==> src/rtl/sc_lane_pkg.sv <==
// sc_lane_pkg: shared state encoding, level count and per-lane car patterns for sc_lane_ctrl
//   state_t  FSM state encoding (IDLE, LOAD, RUN, HOLD)
//   LEVELS   number of speed levels
//   LANES    number of lanes with a pattern row
//   PATTERN  [lane][level] parallel-load pattern for SC_REGDI
package sc_lane_pkg;
    localparam int LEVELS = 4;
    localparam int LANES  = 4;
    typedef enum logic [1:0] {
        IDLE = 2'd0,
        LOAD = 2'd1,
        RUN  = 2'd2,
        HOLD = 2'd3
    } state_t;
    localparam logic [7:0] PATTERN [LANES][LEVELS] = '{
        '{8'hC6, 8'hCC, 8'hDA, 8'hEE},
        '{8'h63, 8'h33, 8'h5B, 8'h77},
        '{8'h8C, 8'h99, 8'hB5, 8'hDD},
        '{8'h31, 8'h66, 8'h6D, 8'hBB}
    };
endpackage

==> src/rtl/sc_lane_ctrl_if.sv <==
// sc_lane_ctrl_if: control/status bundle between the game FSM and one lane sequencer
//   start, levelup, pause            commands into the lane
//   load_shift, vel, bus_out         SC_REGDI drive (load strobe, shift tick, pattern)
//   level, running                   status back to the game FSM
interface sc_lane_ctrl_if #(
    parameter int DW = 8
);
    logic          start;
    logic          levelup;
    logic          pause;
    logic          load_shift;
    logic          vel;
    logic [DW-1:0] bus_out;
    logic [1:0]    level;
    logic          running;
    modport master (
        output start, levelup, pause,
        input  load_shift, vel, bus_out, level, running
    );
    modport slave (
        input  start, levelup, pause,
        output load_shift, vel, bus_out, level, running
    );
endinterface

==> src/rtl/sc_tick_div.sv <==
// sc_tick_div: loadable, freezable down-counter producing a registered terminal-count pulse
//   clk, rst_n  clock, asynchronous active-low reset
//   load        load period-1 into the counter
//   en          count down; wraps to period-1 after reaching 0
//   arm         allows tc in the next cycle (caller passes "will be running")
//   period      tick period in clocks (>= 2)
//   tc          one-cycle pulse during the cycle the counter sits at 0
module sc_tick_div #(
    parameter int W = 24
) (
    input  logic         clk,
    input  logic         rst_n,
    input  logic         load,
    input  logic         en,
    input  logic         arm,
    input  logic [W-1:0] period,
    output logic         tc
);
    logic [W-1:0] cnt, cnt_d;
    always_comb cnt_d = load ? period - W'(1) : !en ? cnt : cnt == '0 ? period - W'(1) : cnt - W'(1);
    // tc is registered from the next count so it lines up with the cycle the counter is 0
    always_ff @(posedge clk or negedge rst_n) begin
        if (!rst_n) begin
            cnt <= '0;
            tc  <= 1'b0;
        end else begin
            cnt <= cnt_d;
            tc  <= arm && cnt_d == '0;
        end
    end
endmodule

==> src/rtl/sc_lane_ctrl.sv <==
// sc_lane_ctrl: lane sequencer that loads SC_REGDI with the level pattern and issues velocity ticks
//   clk    system clock, rising edge
//   rst_n  asynchronous active-low reset
//   bus    slave side: start/levelup/pause in; load_shift/vel/bus_out/level/running out
module sc_lane_ctrl
    import sc_lane_pkg::*;
#(
    parameter int          DATAWIDTH_BUS = 8,
    parameter int          DIVWIDTH      = 24,
    parameter int unsigned DIV_BASE      = 12_500_000,
    parameter int          LANE_ID       = 0
) (
    input logic           clk,
    input logic           rst_n,
    sc_lane_ctrl_if.slave bus
);
    state_t              state, state_d;
    logic [1:0]          level, level_d, level_up;
    logic                pend, pend_d;
    logic                vel;
    logic [DIVWIDTH-1:0] base, shifted, period;
    assign level_up = level == 2'd3 ? 2'd3 : level + 2'd1;
    assign base     = DIVWIDTH'(DIV_BASE);
    assign shifted  = base >> level;
    assign period   = shifted < DIVWIDTH'(2) ? DIVWIDTH'(2) : shifted;
    // pend remembers a level-up taken while paused so the lane reloads on resume
    always_comb begin
        state_d = state;
        level_d = level;
        pend_d  = pend;
        if (bus.start) begin
            state_d = LOAD;
            level_d = 2'd0;
            pend_d  = 1'b0;
        end else begin
            case (state)
                IDLE: ;
                LOAD: begin
                    if (bus.levelup) level_d = level_up;
                    else state_d = RUN;
                end
                RUN: begin
                    if (bus.levelup) begin
                        state_d = LOAD;
                        level_d = level_up;
                    end else if (bus.pause) state_d = HOLD;
                end
                HOLD: begin
                    if (bus.levelup) begin
                        level_d = level_up;
                        pend_d  = 1'b1;
                    end
                    if (!bus.pause) begin
                        state_d = (bus.levelup || pend) ? LOAD : RUN;
                        pend_d  = 1'b0;
                    end
                end
            endcase
        end
    end
    always_ff @(posedge clk or negedge rst_n) begin
        if (!rst_n) begin
            state          <= IDLE;
            level          <= 2'd0;
            pend           <= 1'b0;
            bus.load_shift <= 1'b0;
            bus.running    <= 1'b0;
            bus.bus_out    <= DATAWIDTH_BUS'(PATTERN[LANE_ID][0]);
        end else begin
            state          <= state_d;
            level          <= level_d;
            pend           <= pend_d;
            bus.load_shift <= state_d == LOAD;
            bus.running    <= state_d == RUN;
            bus.bus_out    <= DATAWIDTH_BUS'(PATTERN[LANE_ID][level_d]);
        end
    end
    assign bus.level = level;
    assign bus.vel   = vel;
    // the counter advances in every RUN cycle, including the one in which pause is sampled
    sc_tick_div #(.W(DIVWIDTH)) u_div (
        .clk    (clk),
        .rst_n  (rst_n),
        .load   (state == LOAD),
        .en     (state == RUN),
        .arm    (state_d == RUN),
        .period (period),
        .tc     (vel)
    );
endmodule

==> src/flat_wrapper.sv <==
// flat-port wrapper written by rule: the top's interface ports become plain ports
module sc_lane_ctrl_flat import sc_lane_pkg::*;
#(
    parameter int          DATAWIDTH_BUS = 8,
    parameter int          DIVWIDTH      = 24,
    parameter int unsigned DIV_BASE      = 12_500_000,
    parameter int          LANE_ID       = 0
)
  (clk, rst_n, bus_start, bus_levelup, bus_pause, bus_load_shift, bus_vel, bus_bus_out, bus_level, bus_running);
  sc_lane_ctrl_if #(.DW(8)) bus_i ();
  input logic clk;
  input logic rst_n;
  input wire logic [$bits(bus_i.start)-1:0] bus_start;
  input wire logic [$bits(bus_i.levelup)-1:0] bus_levelup;
  input wire logic [$bits(bus_i.pause)-1:0] bus_pause;
  output wire logic [$bits(bus_i.load_shift)-1:0] bus_load_shift;
  output wire logic [$bits(bus_i.vel)-1:0] bus_vel;
  output wire logic [$bits(bus_i.bus_out)-1:0] bus_bus_out;
  output wire logic [$bits(bus_i.level)-1:0] bus_level;
  output wire logic [$bits(bus_i.running)-1:0] bus_running;
  assign bus_i.start = bus_start;
  assign bus_i.levelup = bus_levelup;
  assign bus_i.pause = bus_pause;
  assign bus_load_shift = bus_i.load_shift;
  assign bus_vel = bus_i.vel;
  assign bus_bus_out = bus_i.bus_out;
  assign bus_level = bus_i.level;
  assign bus_running = bus_i.running;
  sc_lane_ctrl #(.DATAWIDTH_BUS(DATAWIDTH_BUS), .DIVWIDTH(DIVWIDTH), .DIV_BASE(DIV_BASE), .LANE_ID(LANE_ID)) u_core (.clk(clk), .rst_n(rst_n), .bus(bus_i));
endmodule
==> config.mk <==
export PLATFORM = sky130hd
export DESIGN_NAME = sc_lane_ctrl_flat
export DESIGN_NICKNAME = d
export VERILOG_FILES = /design/src/rtl/sc_lane_pkg.sv /design/src/rtl/sc_lane_ctrl_if.sv /design/src/rtl/sc_tick_div.sv /design/src/rtl/sc_lane_ctrl.sv /design/src/flat_wrapper.sv
export SDC_FILE = /design/constraint.sdc
export NUM_CORES = 1
export LEC_CHECK = 0
export ABC_AREA = 1
export CORE_UTILIZATION = 49
export CTS_BUF_LIST = sky130_fd_sc_hd__clkbuf_4
export CTS_CLUSTER_DIAMETER = 150
export DETAILED_ROUTE_END_ITERATION = 16
export GPL_TIMING_DRIVEN = 0
export PLACE_DENSITY = 0.76
export SLEW_MARGIN = 20
export SYNTH_ARGS = -nofsm -noshare
export SYNTH_HDL_FRONTEND = slang
export SYNTH_SLANG_ARGS = --single-unit
==> constraint.sdc <==
create_clock -name clk -period 2.4 [get_ports clk]
set_input_delay 0.72 -clock clk [delete_from_list [all_inputs] [get_ports clk]]
set_output_delay 0.72 -clock clk [all_outputs]
set_load 0.01 [all_outputs]
==> results.env <==
WORST-ENDPOINT-REQUIRED_NS=2.69
DRTITER0DRC=266
CTS_SINKS=37
MAX_STAGE_DELAY_NS=0.47
POST_DRT_VIA_CELL_RATIO=5.113
SYNTH-EDFF-COUNT=0
YOSYSUNIQUECELLTYPES=30
FINALSETUPVIOLATIONS=0
FIN_CRIT_SH_PCT=94.80
MOST-COMMON-LAYOUT-CELLS='119 x nand2_1, 67 x inv_1, 58 x nor2_1'
SYNTH_TOP_FLOP_CELL='dfrtp_1'
PATH_CLK_SLEW_NS=0.12
ROUTED_WL_UM=6790
PEAKVDDDROP_uV=392.4
GRT_PASS1_WL_UM=11040
INSERTION_DELAY_NS=0.36
DRV.MAX_CAP_VIOLATION_COUNT=0
GRT_ANTENNA_BEFORE_REPAIR=0
FINAL_CRITICAL_DELAY_INCLUDING_SETUP_AND_EXTERNAL_DELAYS_NS=2.275
CELL_AREA_AFTER_SYNTHESIS_MM2=0.002695
DIODES=0
DRT_DRC_VIOLATIONS_LEFT=0
PORT-BUFFER-COUNT=14
WORST_PATH_MOST_REPEATED_CELL='nand2_1'
FINISH.NET_COUNT=448
CP_SLOWEST_CELL='clkdlybuf4s50_1'
YOSYSSEQAREASHARE_PCT=34.45
CRITICAL_PATH_ARRIVAL_NS=2.56
DR_TOTAL_VIAS=2618
PWR_DENSITY_CELL_mW_PER_MM2=575.9
POSTLAYOUTSETUPSLACKWORST_NS=0.1249
CTS-ROOT-BUF='clkbuf_4'
ANTENNA_LEFT=0
ASYNC_RESET_FF_SHARE_PCT=100.0
GRTUSAGETOTAL_PCT=24.54
POST_SYNTH.CELL_AREA_AVG_UM2=6.448
AREA_OF_THE_MULTI_INPUT_GATES_MM2=0.001459
HOLD_PATH.CLASS='input pin to asynchronous set/reset pin'
OVERFLOW=0
DIE-AREA_MM2=0.005801
FINALWEIGHTEDCONGESTION=0.9328
TRITONCTS='built'
FLOORPLAN.INITIALDENSITY_PCT=51.78
CTS_BUFFERS=5
FILLER_CELL_COUNT=516
START_KIND='input pin'
FIN_SKEW_NS=0.01230
DPL_CELL_AREA_MM2=0.002949
DETAILED_ROUTING_ITERATION_COUNT_FOR_THE_PRE_ANTENNA_REPAIR_PASS=5
FP-ROW-COUNT=26
CRIT_PATH_MAX_FANOUT=4
REGTOREGSTARTPOINT='u_core.u_div.cnt[2]$_DFF_PN0_'
INSTANCES_NO_FILL=512
SLEW_VIOLATIONS=0
CTS.HTREE.LEVELS=2
RUN_STATUS='finished, final reports clean'
PRE_CTS_SLACK_NS=-0.3188
FINAL_COMMON_CELL='nand2_1'
FP.COREAREA_MM2=0.005205
FLOPS_LATCHES_SYNTH=37
DETAILEDPLACEMENTHPWL_UM=5330
WORST-R2R-CELL-COUNT=13
DRT-WIRELENGTH-PER-CELL_UM=13.26
CP-END-KIND='register'
TIMING.REG2REG.SETUP_SLACK_NS=0.14
PATH_CLASS='input pin to register'
DRIVE_ABOVE_1_SHARE_PCT=11.99
CELLLEAKAGEPOWER_uW=0.001551
LAYOUT-AREA-OVERHEAD-VS-SYNTH_PCT=12.81
CTS_SETUP_BUFFERS=0
NUMBER_OF_HOLD_VIOLATIONS_IN_THE_FINAL_REPORT=0
CTS.PATH.MAX_BUFFERS=2
SYNTHCELLS=418
VIAS_IN_THE_FIRST_GLOBAL_ROUTE=2377
TOTAL_NEGATIVE_SETUP_SLACKS_NS=0
CELL_FAMILY_WITH_THE_LARGEST_SHARE_OF_CRITICAL_PATH_DELAY='simple AND/OR/NAND/NOR gates'
IO_PINS=18
GRT_MAX_DEGREE=21
POST-ROUTE-CELL-AREA_MM2=0.003040
SYNTH.YOSYS.WARNINGS=0
DIE_H_UM=76.17
SEQUENCE_OF_CELLS_ON_THE_CRITICAL_PATH='clkdlybuf4s50_1 -> nor2_1 -> nand2_1 -> nand2_1 -> nand4_1 -> nor2_4 -> nand3_1 -> nor2_2 -> nand3_1 -> nor2_1 -> nand2_1 -> nor2_2'
DP_CELLS=504
WORST_R2R_ENDPOINT='u_core.u_div.tc$_DFF_PN0_'
MAX_FREQ_MHz=439.5
CRIT_BUF_INV=1
REGISTER_AREA_UM2=928.4
DIE_WIDTH_UM=76.17
power by group:
group	internal (uW)	switching [uW]	leakage (uW)	total (uW)
clock network	215	224	0.0000389	439
registers	703	97.7	0.000431	800
logic	178	333	0.00108	512
total	1100	654	0.00155	1750
stage by stage:
stage	utilization (%)	power, uW	hold WS, ns
CTS	58.17	1748	0.3090
detailed placement	56.66	1310	0.5787
global placement	56.23	1296	0.5740
global route	58.41	1856	0.3386
finish	58.41	1751	0.3023
floorplan	-	1153	0.4244
timing repair:
action | CTS | global route
gates resized for setup | 0 | 4
setup endpoints to repair | 0 | 1
hold buffers | 0 | 0
cell usage after synthesis, types with 2 or more instances:
cell | number | area (um2)
inv_1 | 67 | 251.5
o21ai_0 | 17 | 85.08
clkbuf_1 | 2 | 7.510
dfrtp_1 | 35 | 875.8
conb_1 | 2 | 7.510
xor2_1 | 2 | 17.52
nor2_2 | 11 | 68.82
inv_2 | 2 | 7.510
o21bai_1 | 2 | 15.01
nand3_1 | 41 | 205.2
nand4_1 | 8 | 50.05
nand2_1 | 119 | 446.7
a21oi_1 | 15 | 75.07
dfstp_2 | 2 | 52.55
nor2_1 | 61 | 229.0
ha_1 | 2 | 25.02
a21oi_2 | 2 | 17.52
nor2_4 | 7 | 78.83
buf_2 | 2 | 10.01
nand2_2 | 7 | 43.79
buf_4 | 3 | 22.52
cell type report:
class                           count  area share (%)
Clock inverter                      3           1.358
Sequential cell                    37           30.53
Clock buffer                        5           1.235
Buffer                              9           2.140
Timing Repair Buffer               15           5.350
Multi-Input combinational cell    304           47.98
Inverter                           69           8.518
Tap cell                           70           2.881
per-layer routing:
layer / global-route usage [%] / part of all wire (%) / vias up
li1: - / - / 1339
met1: 30.70 / 44 / 1175
met2: 42.64 / 48 / 92
met3: 3.952 / 5.3 / 12
met4: 9.038 / 2.3 / 0
met5: 0 / 0 / -
kinds of logic after synthesis:
kind of cell	count (synthesis)	share of synthesized area, %
compound gates	38	7.707
xor+xnor	3	0.9751
fa+ha+maj	2	0.9284
buf+inv	78	12.02
flops	37	34.45
other cells	2	0.2787
simple gates	258	43.64
state kept, by name (all words and copies together) (netlist names):
signal                 cells
u_core.bus.bus_out         5
u_core.bus.level           2
u_core.bus.load_shift      1
u_core.bus.running         1
u_core.pend                1
u_core.state               2
u_core.u_div.cnt          24
u_core.u_div.tc            1
worst reg2reg max path, cell delays in order, from the launching register on:
cell and delay [ns]:
dfrtp_1 0.46, nor2_1 0.15, nand2_1 0.17, nor2_1 0.35
nand3_1 0.13, nand2_1 0.11, inv_1 0.05, nor2_1 0.09
nand3_1 0.10, nor2_2 0.18, nand3_1 0.12, nor2_1 0.12
nand2_1 0.07, nor2_2 0.09
worst max path at each step:
stage	from	cells past startpoint	end
6_report	bus_levelup	12	u_core.u_div.tc$_DFF_PN0_
5_1_grt	bus_levelup	12	u_core.u_div.tc$_DFF_PN0_
4_1_cts	bus_levelup	12	u_core.u_div.tc$_DFF_PN0_
3_5_place_dp	bus_levelup	12	u_core.u_div.tc$_DFF_PN0_
3_3_place_gp	bus_levelup	12	u_core.u_div.tc$_DFF_PN0_
2_1_floorplan	u_core.u_div.cnt[0]$_DFF_PN0_	17	u_core.u_div.tc$_DFF_PN0_
Note: power is estimated with default switching activity, not from simulation.
